## config.mk

```make
export PLATFORM = sky130hd
export DESIGN_NAME = fp_addsub_pipe
export DESIGN_NICKNAME = d
export VERILOG_FILES = /design/src/rtl/fp32_pkg.sv /design/src/rtl/fp_lzc28.sv /design/src/rtl/fp_addsub_pipe.sv
export SDC_FILE = /design/constraint.sdc
export NUM_CORES = 1
export LEC_CHECK = 0
export ABC_AREA = 1
export ABC_CLOCK_PERIOD_IN_PS = 21700
export BUFFER_PORTS_ARGS = -buffer_cell sky130_fd_sc_hd__buf_2
export CAP_MARGIN = 20
export CELL_PAD_IN_SITES_DETAIL_PLACEMENT = 1
export CELL_PAD_IN_SITES_GLOBAL_PLACEMENT = 2
export CORE_ASPECT_RATIO = 1.4
export CORE_MARGIN = 3
export CORE_UTILIZATION = 41
export DETAILED_ROUTE_END_ITERATION = 6
export HOLD_SLACK_MARGIN = 0.02
export MAX_ROUTING_LAYER = met4
export PLACE_DENSITY = 0.93
export SYNTH_ARGS = -nofsm -noshare
export SYNTH_HDL_FRONTEND = slang
export SYNTH_SLANG_ARGS = --single-unit
export TNS_END_PERCENT = 10
```

## constraint.sdc

```tcl
create_clock -name clock -period 21.7 [get_ports clock]
set_input_delay 3.255 -clock clock [delete_from_list [all_inputs] [get_ports clock]]
set_output_delay 3.255 -clock clock [all_outputs]
set_load 0.01 [all_outputs]
```

## src/rtl/fp32_pkg.sv

```systemverilog
// Shared IEEE-754 binary32 definitions for the FPU functional units.
// Contents: field widths, canonical special encodings, the fp32_t field view,
// the operand class enum and a classifier that flushes denormals to ZERO.
package fp32_pkg;

  localparam int EXP_W = 8;
  localparam int MAN_W = 23;
  localparam int BIAS  = 127;

  localparam logic [31:0] FP_QNAN = 32'h7FC00000;
  localparam logic [31:0] FP_PINF = 32'h7F800000;
  localparam logic [31:0] FP_NINF = 32'hFF800000;

  typedef struct packed {
    logic             sign;
    logic [EXP_W-1:0] exp;
    logic [MAN_W-1:0] man;
  } fp32_t;

  typedef enum logic [1:0] {
    ZERO = 2'd0,
    NORM = 2'd1,
    INF  = 2'd2,
    NAN  = 2'd3
  } fp_class_t;

  // Exponent 0 covers both true zero and denormals; denormals count as zero.
  function automatic fp_class_t fp_classify(input fp32_t x);
    if (x.exp == '0) return ZERO;
    if (x.exp == '1) return (x.man != '0) ? NAN : INF;
    return NORM;
  endfunction

endpackage

```

## src/rtl/fp_lzc28.sv

```systemverilog
// Combinational leading-zero counter for a 28-bit value.
// Ports:
//   value  in  28  vector to scan, bit 27 is the most significant
//   count  out 5   number of leading zeros, 28 when value is all zero
module fp_lzc28 (
  input  logic [27:0] value,
  output logic [4:0]  count
);

  // Later (higher) set bits overwrite earlier ones, so the MSB-most one wins.
  always_comb begin
    count = 5'd28;
    for (int i = 0; i < 28; i++) begin
      if (value[i]) count = 5'(27 - i);
    end
  end

endmodule

```

## src/rtl/fp_addsub_pipe.sv

```systemverilog
// IEEE-754 binary32 adder/subtractor, fully pipelined, fixed 7-cycle latency.
// An operand pair captured on edge N has its result and flags on the outputs
// after edge N+7. One op per clock, no handshake, no stall.
// Ports:
//   clock      in   1   rising-edge clock
//   rst        in   1   asynchronous active-high reset, clears every stage
//   add_sub    in   1   1 = dataa + datab, 0 = dataa - datab
//   dataa      in   32  operand A, binary32
//   datab      in   32  operand B, binary32
//   result     out  32  A op B, registered
//   zero       out  1   result is +/-0
//   nan        out  1   result is NaN
//   overflow   out  1   finite operands rounded to an infinite result
//   underflow  out  1   nonzero exact result flushed to +0
module fp_addsub_pipe
  import fp32_pkg::*;
(
  input  logic        clock,
  input  logic        rst,
  input  logic        add_sub,
  input  logic [31:0] dataa,
  input  logic [31:0] datab,
  output logic [31:0] result,
  output logic        zero,
  output logic        nan,
  output logic        overflow,
  output logic        underflow
);

  // Sideband carried unchanged from S1 to S7.
  // sign: sign of the larger-magnitude operand; zsign: sign of an exact zero sum.
  typedef struct packed {
    logic      sign;
    logic      zsign;
    fp_class_t spec;
    logic      inf_sign;
  } side_t;

  // Round to nearest, ties to even; bit 24 of the return is the mantissa carry.
  function automatic logic [24:0] rne_round(input logic [23:0] man, input logic [2:0] grs);
    logic up;
    up = grs[2] & (grs[1] | grs[0] | man[0]);
    return {1'b0, man} + {24'd0, up};
  endfunction

  function automatic logic [31:0] sat_inf(input logic sign);
    return sign ? FP_NINF : FP_PINF;
  endfunction

  fp32_t               a_p0, b_p0;
  logic                add_sub_p0, vld_p0;

  fp32_t               b_eff_s1;
  fp_class_t           cls_a_s1, cls_b_s1;
  logic [30:0]         mag_a_s1, mag_b_s1, mag_l_s1, mag_s_s1;
  logic                swap_s1;
  side_t               side_s1;

  side_t               side_p1;
  logic                eff_sub_p1, vld_p1;
  logic [7:0]          exp_l_p1, exp_s_p1;
  logic [23:0]         man_l_p1, man_s_p1;

  logic [7:0]          ediff_s2;
  logic [4:0]          shamt_s2;
  logic [49:0]         ext_s2;

  side_t               side_p2;
  logic                eff_sub_p2, vld_p2;
  logic [7:0]          exp_p2;
  logic [26:0]         man_l_p2, man_s_p2;

  logic [27:0]         sum_s3;

  side_t               side_p3;
  logic                vld_p3;
  logic [7:0]          exp_p3;
  logic [27:0]         sum_p3;

  logic [4:0]          lzc_s4;

  side_t               side_p4;
  logic                vld_p4;
  logic [7:0]          exp_p4;
  logic [27:0]         sum_p4;
  logic [4:0]          lzc_p4;

  logic [27:0]         norm_s5;
  logic signed [9:0]   exp_s5;

  side_t               side_p5;
  logic                vld_p5, is_zero_p5;
  logic [23:0]         man_p5;
  logic [2:0]          grs_p5;
  logic signed [9:0]   exp_p5;

  logic [24:0]         rnd_s6;
  logic [22:0]         frac_s6;
  logic signed [9:0]   exp_s6;

  side_t               side_p6;
  logic                vld_p6, is_zero_p6;
  logic [22:0]         frac_p6;
  logic signed [9:0]   exp_p6;

  logic [31:0]         res_s7;
  logic                zero_s7, nan_s7, ovf_s7, unf_s7;

  // ---- S1: unpack, classify, sign fix, magnitude compare, swap ----
  always_comb begin
    b_eff_s1      = b_p0;
    b_eff_s1.sign = b_p0.sign ^ ~add_sub_p0;
    cls_a_s1      = fp_classify(a_p0);
    cls_b_s1      = fp_classify(b_eff_s1);
    mag_a_s1      = (cls_a_s1 == ZERO) ? 31'd0 : a_p0[30:0];
    mag_b_s1      = (cls_b_s1 == ZERO) ? 31'd0 : b_eff_s1[30:0];
    swap_s1       = mag_b_s1 > mag_a_s1;
    mag_l_s1      = swap_s1 ? mag_b_s1 : mag_a_s1;
    mag_s_s1      = swap_s1 ? mag_a_s1 : mag_b_s1;
    side_s1.sign     = swap_s1 ? b_eff_s1.sign : a_p0.sign;
    side_s1.zsign    = a_p0.sign & b_eff_s1.sign;
    side_s1.spec     = NORM;
    side_s1.inf_sign = 1'b0;
    if (cls_a_s1 == NAN || cls_b_s1 == NAN ||
        (cls_a_s1 == INF && cls_b_s1 == INF && a_p0.sign != b_eff_s1.sign)) begin
      side_s1.spec = NAN;
    end else if (cls_a_s1 == INF) begin
      side_s1.spec     = INF;
      side_s1.inf_sign = a_p0.sign;
    end else if (cls_b_s1 == INF) begin
      side_s1.spec     = INF;
      side_s1.inf_sign = b_eff_s1.sign;
    end
  end

  // ---- S2: exponent difference, alignment shift, sticky ----
  // A shift of 26 already pushes the whole small mantissa below the round bit.
  always_comb begin
    ediff_s2 = exp_l_p1 - exp_s_p1;
    shamt_s2 = (ediff_s2 > 8'd26) ? 5'd26 : ediff_s2[4:0];
    ext_s2   = {man_s_p1, 26'd0} >> shamt_s2;
  end

  // ---- S3: 27-bit mantissa add/subtract (operands swapped so result >= 0) ----
  always_comb begin
    sum_s3 = eff_sub_p2 ? ({1'b0, man_l_p2} - {1'b0, man_s_p2})
                        : ({1'b0, man_l_p2} + {1'b0, man_s_p2});
  end

  // ---- S4: leading-zero count ----
  fp_lzc28 u_lzc (
    .value (sum_p3),
    .count (lzc_s4)
  );

  // ---- S5: normalize, exponent adjust ----
  // Bit 27 of the sum is the carry position, hence the +1 before subtracting lzc.
  always_comb begin
    norm_s5 = sum_p4 << lzc_p4;
    exp_s5  = $signed({2'b00, exp_p4}) + 10'sd1 - $signed({5'b00000, lzc_p4});
  end

  // ---- S6: round, mantissa-overflow renormalize ----
  always_comb begin
    rnd_s6 = rne_round(man_p5, grs_p5);
    if (rnd_s6[24]) begin
      frac_s6 = rnd_s6[23:1];
      exp_s6  = exp_p5 + 10'sd1;
    end else begin
      frac_s6 = rnd_s6[22:0];
      exp_s6  = exp_p5;
    end
  end

  // ---- S7: special-case select, pack, flags ----
  // Flags are gated by vld so stages cleared by reset read as all-zero outputs.
  always_comb begin
    res_s7  = 32'd0;
    zero_s7 = 1'b0;
    nan_s7  = 1'b0;
    ovf_s7  = 1'b0;
    unf_s7  = 1'b0;
    if (side_p6.spec == NAN) begin
      res_s7 = FP_QNAN;
      nan_s7 = 1'b1;
    end else if (side_p6.spec == INF) begin
      res_s7 = sat_inf(side_p6.inf_sign);
    end else if (is_zero_p6) begin
      res_s7  = {side_p6.zsign, 31'd0};
      zero_s7 = 1'b1;
    end else if (exp_p6 >= 10'sd255) begin
      res_s7 = sat_inf(side_p6.sign);
      ovf_s7 = 1'b1;
    end else if (exp_p6 <= 10'sd0) begin
      zero_s7 = 1'b1;
      unf_s7  = 1'b1;
    end else begin
      res_s7 = {side_p6.sign, exp_p6[7:0], frac_p6};
    end
    if (!vld_p6) begin
      zero_s7 = 1'b0;
      nan_s7  = 1'b0;
      ovf_s7  = 1'b0;
      unf_s7  = 1'b0;
    end
  end

  always_ff @(posedge clock or posedge rst) begin
    if (rst) begin
      a_p0       <= '0;
      b_p0       <= '0;
      add_sub_p0 <= 1'b0;
      vld_p0     <= 1'b0;
      side_p1    <= '0;
      eff_sub_p1 <= 1'b0;
      vld_p1     <= 1'b0;
      exp_l_p1   <= '0;
      exp_s_p1   <= '0;
      man_l_p1   <= '0;
      man_s_p1   <= '0;
      side_p2    <= '0;
      eff_sub_p2 <= 1'b0;
      vld_p2     <= 1'b0;
      exp_p2     <= '0;
      man_l_p2   <= '0;
      man_s_p2   <= '0;
      side_p3    <= '0;
      vld_p3     <= 1'b0;
      exp_p3     <= '0;
      sum_p3     <= '0;
      side_p4    <= '0;
      vld_p4     <= 1'b0;
      exp_p4     <= '0;
      sum_p4     <= '0;
      lzc_p4     <= '0;
      side_p5    <= '0;
      vld_p5     <= 1'b0;
      is_zero_p5 <= 1'b0;
      man_p5     <= '0;
      grs_p5     <= '0;
      exp_p5     <= '0;
      side_p6    <= '0;
      vld_p6     <= 1'b0;
      is_zero_p6 <= 1'b0;
      frac_p6    <= '0;
      exp_p6     <= '0;
      result     <= '0;
      zero       <= 1'b0;
      nan        <= 1'b0;
      overflow   <= 1'b0;
      underflow  <= 1'b0;
    end else begin
      // ---- input capture ----
      a_p0       <= dataa;
      b_p0       <= datab;
      add_sub_p0 <= add_sub;
      vld_p0     <= 1'b1;
      // ---- S1 -> p1 ----
      side_p1    <= side_s1;
      eff_sub_p1 <= a_p0.sign ^ b_eff_s1.sign;
      vld_p1     <= vld_p0;
      exp_l_p1   <= mag_l_s1[30:23];
      exp_s_p1   <= mag_s_s1[30:23];
      man_l_p1   <= {|mag_l_s1[30:23], mag_l_s1[22:0]};
      man_s_p1   <= {|mag_s_s1[30:23], mag_s_s1[22:0]};
      // ---- S2 -> p2 ----
      side_p2    <= side_p1;
      eff_sub_p2 <= eff_sub_p1;
      vld_p2     <= vld_p1;
      exp_p2     <= exp_l_p1;
      man_l_p2   <= {man_l_p1, 3'b000};
      man_s_p2   <= {ext_s2[49:24], |ext_s2[23:0]};
      // ---- S3 -> p3 ----
      side_p3    <= side_p2;
      vld_p3     <= vld_p2;
      exp_p3     <= exp_p2;
      sum_p3     <= sum_s3;
      // ---- S4 -> p4 ----
      side_p4    <= side_p3;
      vld_p4     <= vld_p3;
      exp_p4     <= exp_p3;
      sum_p4     <= sum_p3;
      lzc_p4     <= lzc_s4;
      // ---- S5 -> p5 ----
      side_p5    <= side_p4;
      vld_p5     <= vld_p4;
      is_zero_p5 <= (sum_p4 == 28'd0);
      man_p5     <= norm_s5[27:4];
      grs_p5     <= {norm_s5[3], norm_s5[2], |norm_s5[1:0]};
      exp_p5     <= exp_s5;
      // ---- S6 -> p6 ----
      side_p6    <= side_p5;
      vld_p6     <= vld_p5;
      is_zero_p6 <= is_zero_p5;
      frac_p6    <= frac_s6;
      exp_p6     <= exp_s6;
      // ---- S7 -> outputs ----
      result     <= res_s7;
      zero       <= zero_s7;
      nan        <= nan_s7;
      overflow   <= ovf_s7;
      underflow  <= unf_s7;
    end
  end

endmodule

```

After elaboration in Yosys (flattened, before gate mapping)
Index checks and enable logic that the tools add are counted.
- register bits: 412
- input bits: 67
- output and inout port bits: 36
- logic and storage cells: 189
- add/sub/neg operators: 7
- order comparisons: 4
- equality and inequality tests: 9
- shift operators: 2
- muxes and demuxes: 81
- bitwise logic cells: 7
- reduce and logical (&&, ||, !) cells: 15
- operator list (cell ; number):
    two-way mux 32 bit ; 7
    two-way mux 31 bit ; 4
    two-way mux 5 bit ; 17
    right shift 50 x 5 -> 50 bit ; 1
    nonzero test 23 bit ; 2
    two-way mux 4 bit ; 8
    > comparator 31 bit ; 1
    adder 27 x 27 -> 28 bit ; 1
    zero test 28 bit ; 1
    two-way mux 28 bit ; 1
    << shifter 28 x 5 -> 28 bit ; 1
    subtractor 27 x 27 -> 28 bit ; 1
    two-way mux 1 bit ; 27
    adder 24 x 1 -> 25 bit ; 1
    OR reduction 24 bit ; 1
    two-way mux 23 bit ; 1
    two-way mux 2 bit ; 9
    two-way mux 3 bit ; 6
    equality test 8 bit, second input constant ; 2
    zero test 8 bit ; 2
    OR reduction 8 bit ; 2
    equality test 2 bit, second input constant ; 6
    adder 10 x 2 -> 10 bit, second input constant ; 1
    >= comparator 10 x 9 -> 1 bit, second input constant ; 1
    other kinds (15) ; 21

Longest topological paths before layout
- depth after elaboration: 28
- depth in mapped cells: 27

Cells and area by module
A second synthesis with hierarchy kept.
- cell total of the unflattened synthesis: 2382
- area total of the unflattened synthesis: 20264.4 um^2
- modules (own cells, without submodules) (module ; times used ; cells each ; area an instance (um^2) ; sequential area each (um^2)):
    fp_addsub_pipe ; 1 ; 2298 ; 19865.3 ; 10309.9
    fp_lzc28 ; 1 ; 84 ; 399.1 ; 0.0

Worst setup path before layout
Ideal clock, no wire load.
- path kind: register to output
- start point: reg nan
- end point: out nan
- arrival time: 0.376 ns
- required time: 18.445 ns
- path slack: 18.069 ns
- stages on the path, launching flop included: 1
- buffers on the path: 0
- cell sequence: dfrtp_1
- RTL lines (element ; RTL line ; RTL):
    from (decl) ; fp_addsub_pipe.sv:25 ; output logic nan,
    from (signal assigned) ; fp_addsub_pipe.sv:300 ; nan <= nan_s7;
No word-level cell between the ends.

Worst setup path in the final report
- start point: reg b_p0, in the netlist b_eff_s1[27]
- end point: reg man_l_p1[13]
- cells in the longest elaborated chain, start to end: 9
- elaborated cells on any way between the ends: 12
- classes of those cells: order compare: 1; eq/ne: 1; mux: 8; reduce/logical: 2
- ends and longest elaborated chain (element ; RTL line ; RTL):
    from (decl) ; fp_addsub_pipe.sv:50 ; fp32_t a_p0, b_p0;
    from (signal assigned) ; fp_addsub_pipe.sv:255 ; b_p0 <= datab;
    equality test 8 bit ; fp32_pkg.sv:30 ; if (x.exp == '1) return (x.man != '0) ? NAN : INF;
    two-way mux 1 bit (2 in a row) ; fp32_pkg.sv:30 ;
    two-way mux 2 bit ; fp32_pkg.sv:31 ; return NORM;
    two-way mux 2 bit ; fp32_pkg.sv:30 ;
    zero test 2 bit ; fp_addsub_pipe.sv:116 ; mag_b_s1 = (cls_b_s1 == ZERO) ? 31'd0 : b_eff_s1[30:0];
    two-way mux 31 bit (*) ; fp_addsub_pipe.sv:116 ;
    > comparator 31 bit ; fp_addsub_pipe.sv:117 ; swap_s1 = mag_b_s1 > mag_a_s1;
    two-way mux 31 bit (*) ; fp_addsub_pipe.sv:118 ; mag_l_s1 = swap_s1 ? mag_b_s1 : mag_a_s1;
    named net mag_l_s1[13] ; fp_addsub_pipe.sv:55 ; logic [30:0] mag_a_s1, mag_b_s1, mag_l_s1, mag_s_s1;
    to (signal assigned) ; fp_addsub_pipe.sv:264 ; man_l_p1 <= {|mag_l_s1[30:23], mag_l_s1[22:0]};
    to (decl) ; fp_addsub_pipe.sv:62 ; logic [23:0] man_l_p1, man_s_p1;
Mark *: on every way through the listed nets, which the timed path passes. The rest lies on a longest branch. The select of a mux whose other input is x is not followed.

==> flow_summary_export.csv <==
group,metric,value,unit
timing,timing.final.max_slew_violations,0,
critical_path,crit_fanout,80,
critical_path,start_kind,"register",
grt,grt.total_usage,22.98,%
grt,grt_max_degree,203,
synth,synth_seq_cells,412,
routing,ant_nets,0,
clock_network,htreeDepth,2,
clock_network,cts-buffers-inserted,42,
grt,antenna_found_initial,0,
clock_network,cts_setup_buffers,0,
placement,io_buffers,102,
die,floorplan.rows,95,
synth,post_synth.cell_area_avg,8.652,µm²
timing,unrepaired_setup_endpoints_after_global_routing,"false",
routing,wl_per_cell,18.49,µm
finish,stdcell_area,22630,µm²
finish,num-nets-final,2562,
power,leakage,0.01122,µW
power,ir_drop,0.07123,mV
finish,fillCellCount,5652,
synth,netlist.area_leader.share,51.41,%
timing,setup_viol,0,
finish,antennaDiodeCount,0,
power,switchingPower,1019,µW
placement,cell_area_after_placement,21130,µm²
clock_network,clk_sinks,412,
synth,synthesized_nets,2491,
power,clockPowerShare,28.3,%
critical_path,critPathMaxStageDelay,0.63,ns
critical_path,worstPathArrival,5.28,ns
synth,synth_top_area_cell,"sky130_fd_sc_hd__dfrtp_1",
clock_network,cts_clk_pin_slew_worst_paths,0.06,ns
finish,flow.area_growth_from_synthesis,12.83,%
min_path,timing.hold.worst.class,"reg -> reg",
timing,fmax,208.3,MHz
die,io-pin-count,103,
critical_path,worstPathBufferInverterCount,4,
die,dieArea,51640,µm²
clock_network,postCtsHoldBufs,0,
placement,gp_congestion,0.9076,
synth,post_synthesis_cell_type_count,58,
timing,finalCritPeriodShare,22.13,%
synth,synth_sequential_area_ratio,51.41,%
die,dieHeight,267.7,µm
timing,finalSetupTns,0,ns
grt,via_count_of_the_first_global_routing_pass,17750,
routing,viasPerCell,5.291,
clock_network,post_cts.resized_instances,0,
routing,detailroute.via_count,16140,
die,die_w,192.9,µm
routing,drc,0,
synth,synth_enable_flop_cells,0,
synth,asyncSetResetFlopFracSynth,100.0,%
critical_path,endpoint_kind_of_the_worst_setup_timing_path,"register",
power,internal_power,1689,µW
clock_network,cts_tree,"built",
synth,synthCells,2318,
critical_path,worst-setup-path-type,"reg -> reg",
power,power.switching_fraction,37.63,%
routing,drtIter0Drc,647,
timing,worst_slew_margin_rel,30.30,%
critical_path,cell_type_of_the_slowest_stage_on_the_worst_timing_path,"sky130_fd_sc_hd__inv_1",
clock_network,clk_latency,0.59,ns
die,core_region_area,48140,µm²
die,initial_utilization,41.66,%
timing,finalWorstPathRequiredPeriod,4.801,ns
synth,post_synth_instance_area,20050,µm²
power,total_power,2708,µW
finish,fin_util,47.00,%
synth,warnings_synthesis,0,
clock_network,ctsLongestPathBuffers,3,
status,run_status,"finished, final reports clean",
routing,drt-pass1-iter-count,5,
synth,postSynth.topFlopCell,"sky130_fd_sc_hd__dfrtp_1",
critical_path,critical_path.cell_chain,"nor4_1, nand4_1, inv_1, nor2_1, ha_1, a21oi_1, o21a_1, o31ai_1, a211oi_1, o21ai_0, nand2_2, buf_4, inv_1, buf_16, o21ai_0",
critical_path,critical_path.top_delay_family,"buffers and inverters",
critical_path,critPathRequiredTime,22.18,ns
grt,global_route_wire_length_before_repair,90.50,mm
placement,place.detailed.hpwl,44.14,mm
routing,totalWireLength,56.41,mm
grt,grt.overflow.total,0,
clock_network,clockRootBuffer,"sky130_fd_sc_hd__clkbuf_16",
run,cap_viol_max_count,0,
timing,actual_slew_at_the_worst_max_slew_pin,1.045,ns
power,share_seq_of_total_power,39.5,%
finish,layout-drive-gt1-share,8.757,%
synth,ys_top_cells_by_area,"sky130_fd_sc_hd__dfrtp_1 (51%), sky130_fd_sc_hd__nand2_1 (9.5%), sky130_fd_sc_hd__ha_1 (6.4%)",
timing,finalHoldViolCount,0,
power,combPwrFrac,32.2,%
power,power_per_cell_area,119.7,nW/µm²
timing,clock_skew,0.03837,ns
## metal layers
metal / part of all wire, % / track usage, % / vias to the layer above
met5: 0 / - / -
met4: 7.0 / 13.67 / 0
met3: 2.4 / 2.724 / 183
met2: 57 / 44.77 / 280
met1: 34 / 20.88 / 7956
li1: - / - / 7725
## cells in the final DEF, fill, tap and decap left out, drive strengths merged, types with 11 or more instances in the layout
cell,instances
o211ai,11
a21oi,107
buf,117
nand2,506
nand3,212
nor2,179
ha,103
inv,263
mux2i,13
dfrtp,412
xnor2,13
clkbuf,59
nor4,33
o21ai,198
nor3,24
nand4,39
xor2,40
clkinv,13
a31oi,12
## per-stage QoR
| stage | setup WS, ns | cells | hold slack, ns |
|---|---|---|---|
| 2_1_floorplan | 6.980 | 2318 | 0.3312 |
| 3_3_place_gp | 16.71 | 2974 | 0.3318 |
| 3_5_place_dp | 16.62 | 2975 | 0.3363 |
| 4_1_cts | 16.90 | 3051 | 0.3364 |
| 5_1_grt | 16.55 | 3051 | 0.3450 |
| 6_report | 16.90 | 3051 | 0.3369 |
## path summary, 6_finish.rpt
path                         startpoint      endpoint  slack, ns  cells past startpoint
hold reg to reg               exp_p3[1]     exp_p4[1]       0.34                      0
setup reg to reg           b_eff_s1[27]  man_l_p1[13]      16.90                     15
max in group asynchronous           rst   frac_p6[19]      17.30                      3
hold / removal                exp_p3[1]     exp_p4[1]       0.34                      0
min in group asynchronous           rst    side_p2[1]       2.84                      2
setup / recovery           b_eff_s1[27]  man_l_p1[13]      16.90                     15
## Yosys cell counts, types with 3 or more instances
master and count:
sky130_fd_sc_hd__a211oi_1 5, sky130_fd_sc_hd__a21oi_1 107, sky130_fd_sc_hd__a22oi_1 4, sky130_fd_sc_hd__a31oi_1 12, sky130_fd_sc_hd__and2_1 3, sky130_fd_sc_hd__buf_1 5
sky130_fd_sc_hd__buf_2 13, sky130_fd_sc_hd__buf_6 3, sky130_fd_sc_hd__clkbuf_1 68, sky130_fd_sc_hd__clkinv_1 5, sky130_fd_sc_hd__dfrtp_1 412, sky130_fd_sc_hd__fa_1 3
sky130_fd_sc_hd__ha_1 103, sky130_fd_sc_hd__inv_1 260, sky130_fd_sc_hd__mux2i_1 13, sky130_fd_sc_hd__nand2_1 506, sky130_fd_sc_hd__nand3_1 204, sky130_fd_sc_hd__nand3_2 7
sky130_fd_sc_hd__nand4_1 38, sky130_fd_sc_hd__nor2_1 175, sky130_fd_sc_hd__nor3_1 24, sky130_fd_sc_hd__nor4_1 31, sky130_fd_sc_hd__o211ai_1 10, sky130_fd_sc_hd__o21a_1 5
sky130_fd_sc_hd__o21ai_0 195, sky130_fd_sc_hd__o21ai_1 3, sky130_fd_sc_hd__o21bai_1 6, sky130_fd_sc_hd__o22ai_1 3, sky130_fd_sc_hd__o31ai_1 6, sky130_fd_sc_hd__or2_2 4
sky130_fd_sc_hd__xnor2_1 12, sky130_fd_sc_hd__xor2_1 40
## registers in the layout, summed over array words and instances, names as in the netlist, 10 cells and up
name	count
man_s_p1	24
sum_p3	28
a_p0	32
frac_p6	23
man_l_p1	24
man_s_p2	27
exp_p6	10
man_p5	24
sum_p4	28
man_l_p2	24
b_eff_s1	31
result	32
exp_p5	10
## cell type report
type / count / area, µm² / share of cell area, %
multi-input combinational: 1549 / 8364 / 36.96
sequential: 412 / 10310 / 45.56
timing repair buffer: 117 / 655.6 / 2.897
clock buffer: 59 / 1216 / 5.375
tap: 630 / 788.3 / 3.484
clock inverter: 17 / 284.0 / 1.255
inverter: 267 / 1010 / 4.462
## logic make-up (layout without fill, tap and decap cells)
| family | Yosys count | in the layout | synth area share (%) |
|---|---|---|---|
| AND/OR/NAND/NOR | 1006 | 1006 | 21.91 |
| buffers and inverters | 357 | 460 | 6.894 |
| multiplexers | 13 | 13 | 0.6488 |
| XOR/XNOR | 53 | 53 | 2.352 |
| flip-flops | 412 | 412 | 51.41 |
| other | 1 | 1 | 0.01870 |
| AO/OA/AOI/OAI | 370 | 370 | 10.04 |
| adder cells (fa/ha/maj) | 106 | 106 | 6.726 |
## worst reg2reg max path, delay by kind of cell, from the launching register on
| family | cells | cell delay (ns) |
|---|---|---|
| buffers and inverters | 4 | 1.95 |
| flip-flops | 1 | 0.41 |
| AND/OR/NAND/NOR | 4 | 0.88 |
| adder cells (fa/ha/maj) | 1 | 0.38 |
| AO/OA/AOI/OAI | 6 | 1.06 |
## power by group through the flow
stage          Clock, µW  Sequential (µW)  Combinational [µW]
2_1_floorplan          0             1060                 591
3_3_place_gp           0             1070                 841
3_5_place_dp           0             1080                 872
4_1_cts              784             1070                 884
5_1_grt              820             1090                 987
6_report             766             1070                 873
No activity file was read; power rests on OpenSTA's default activity.
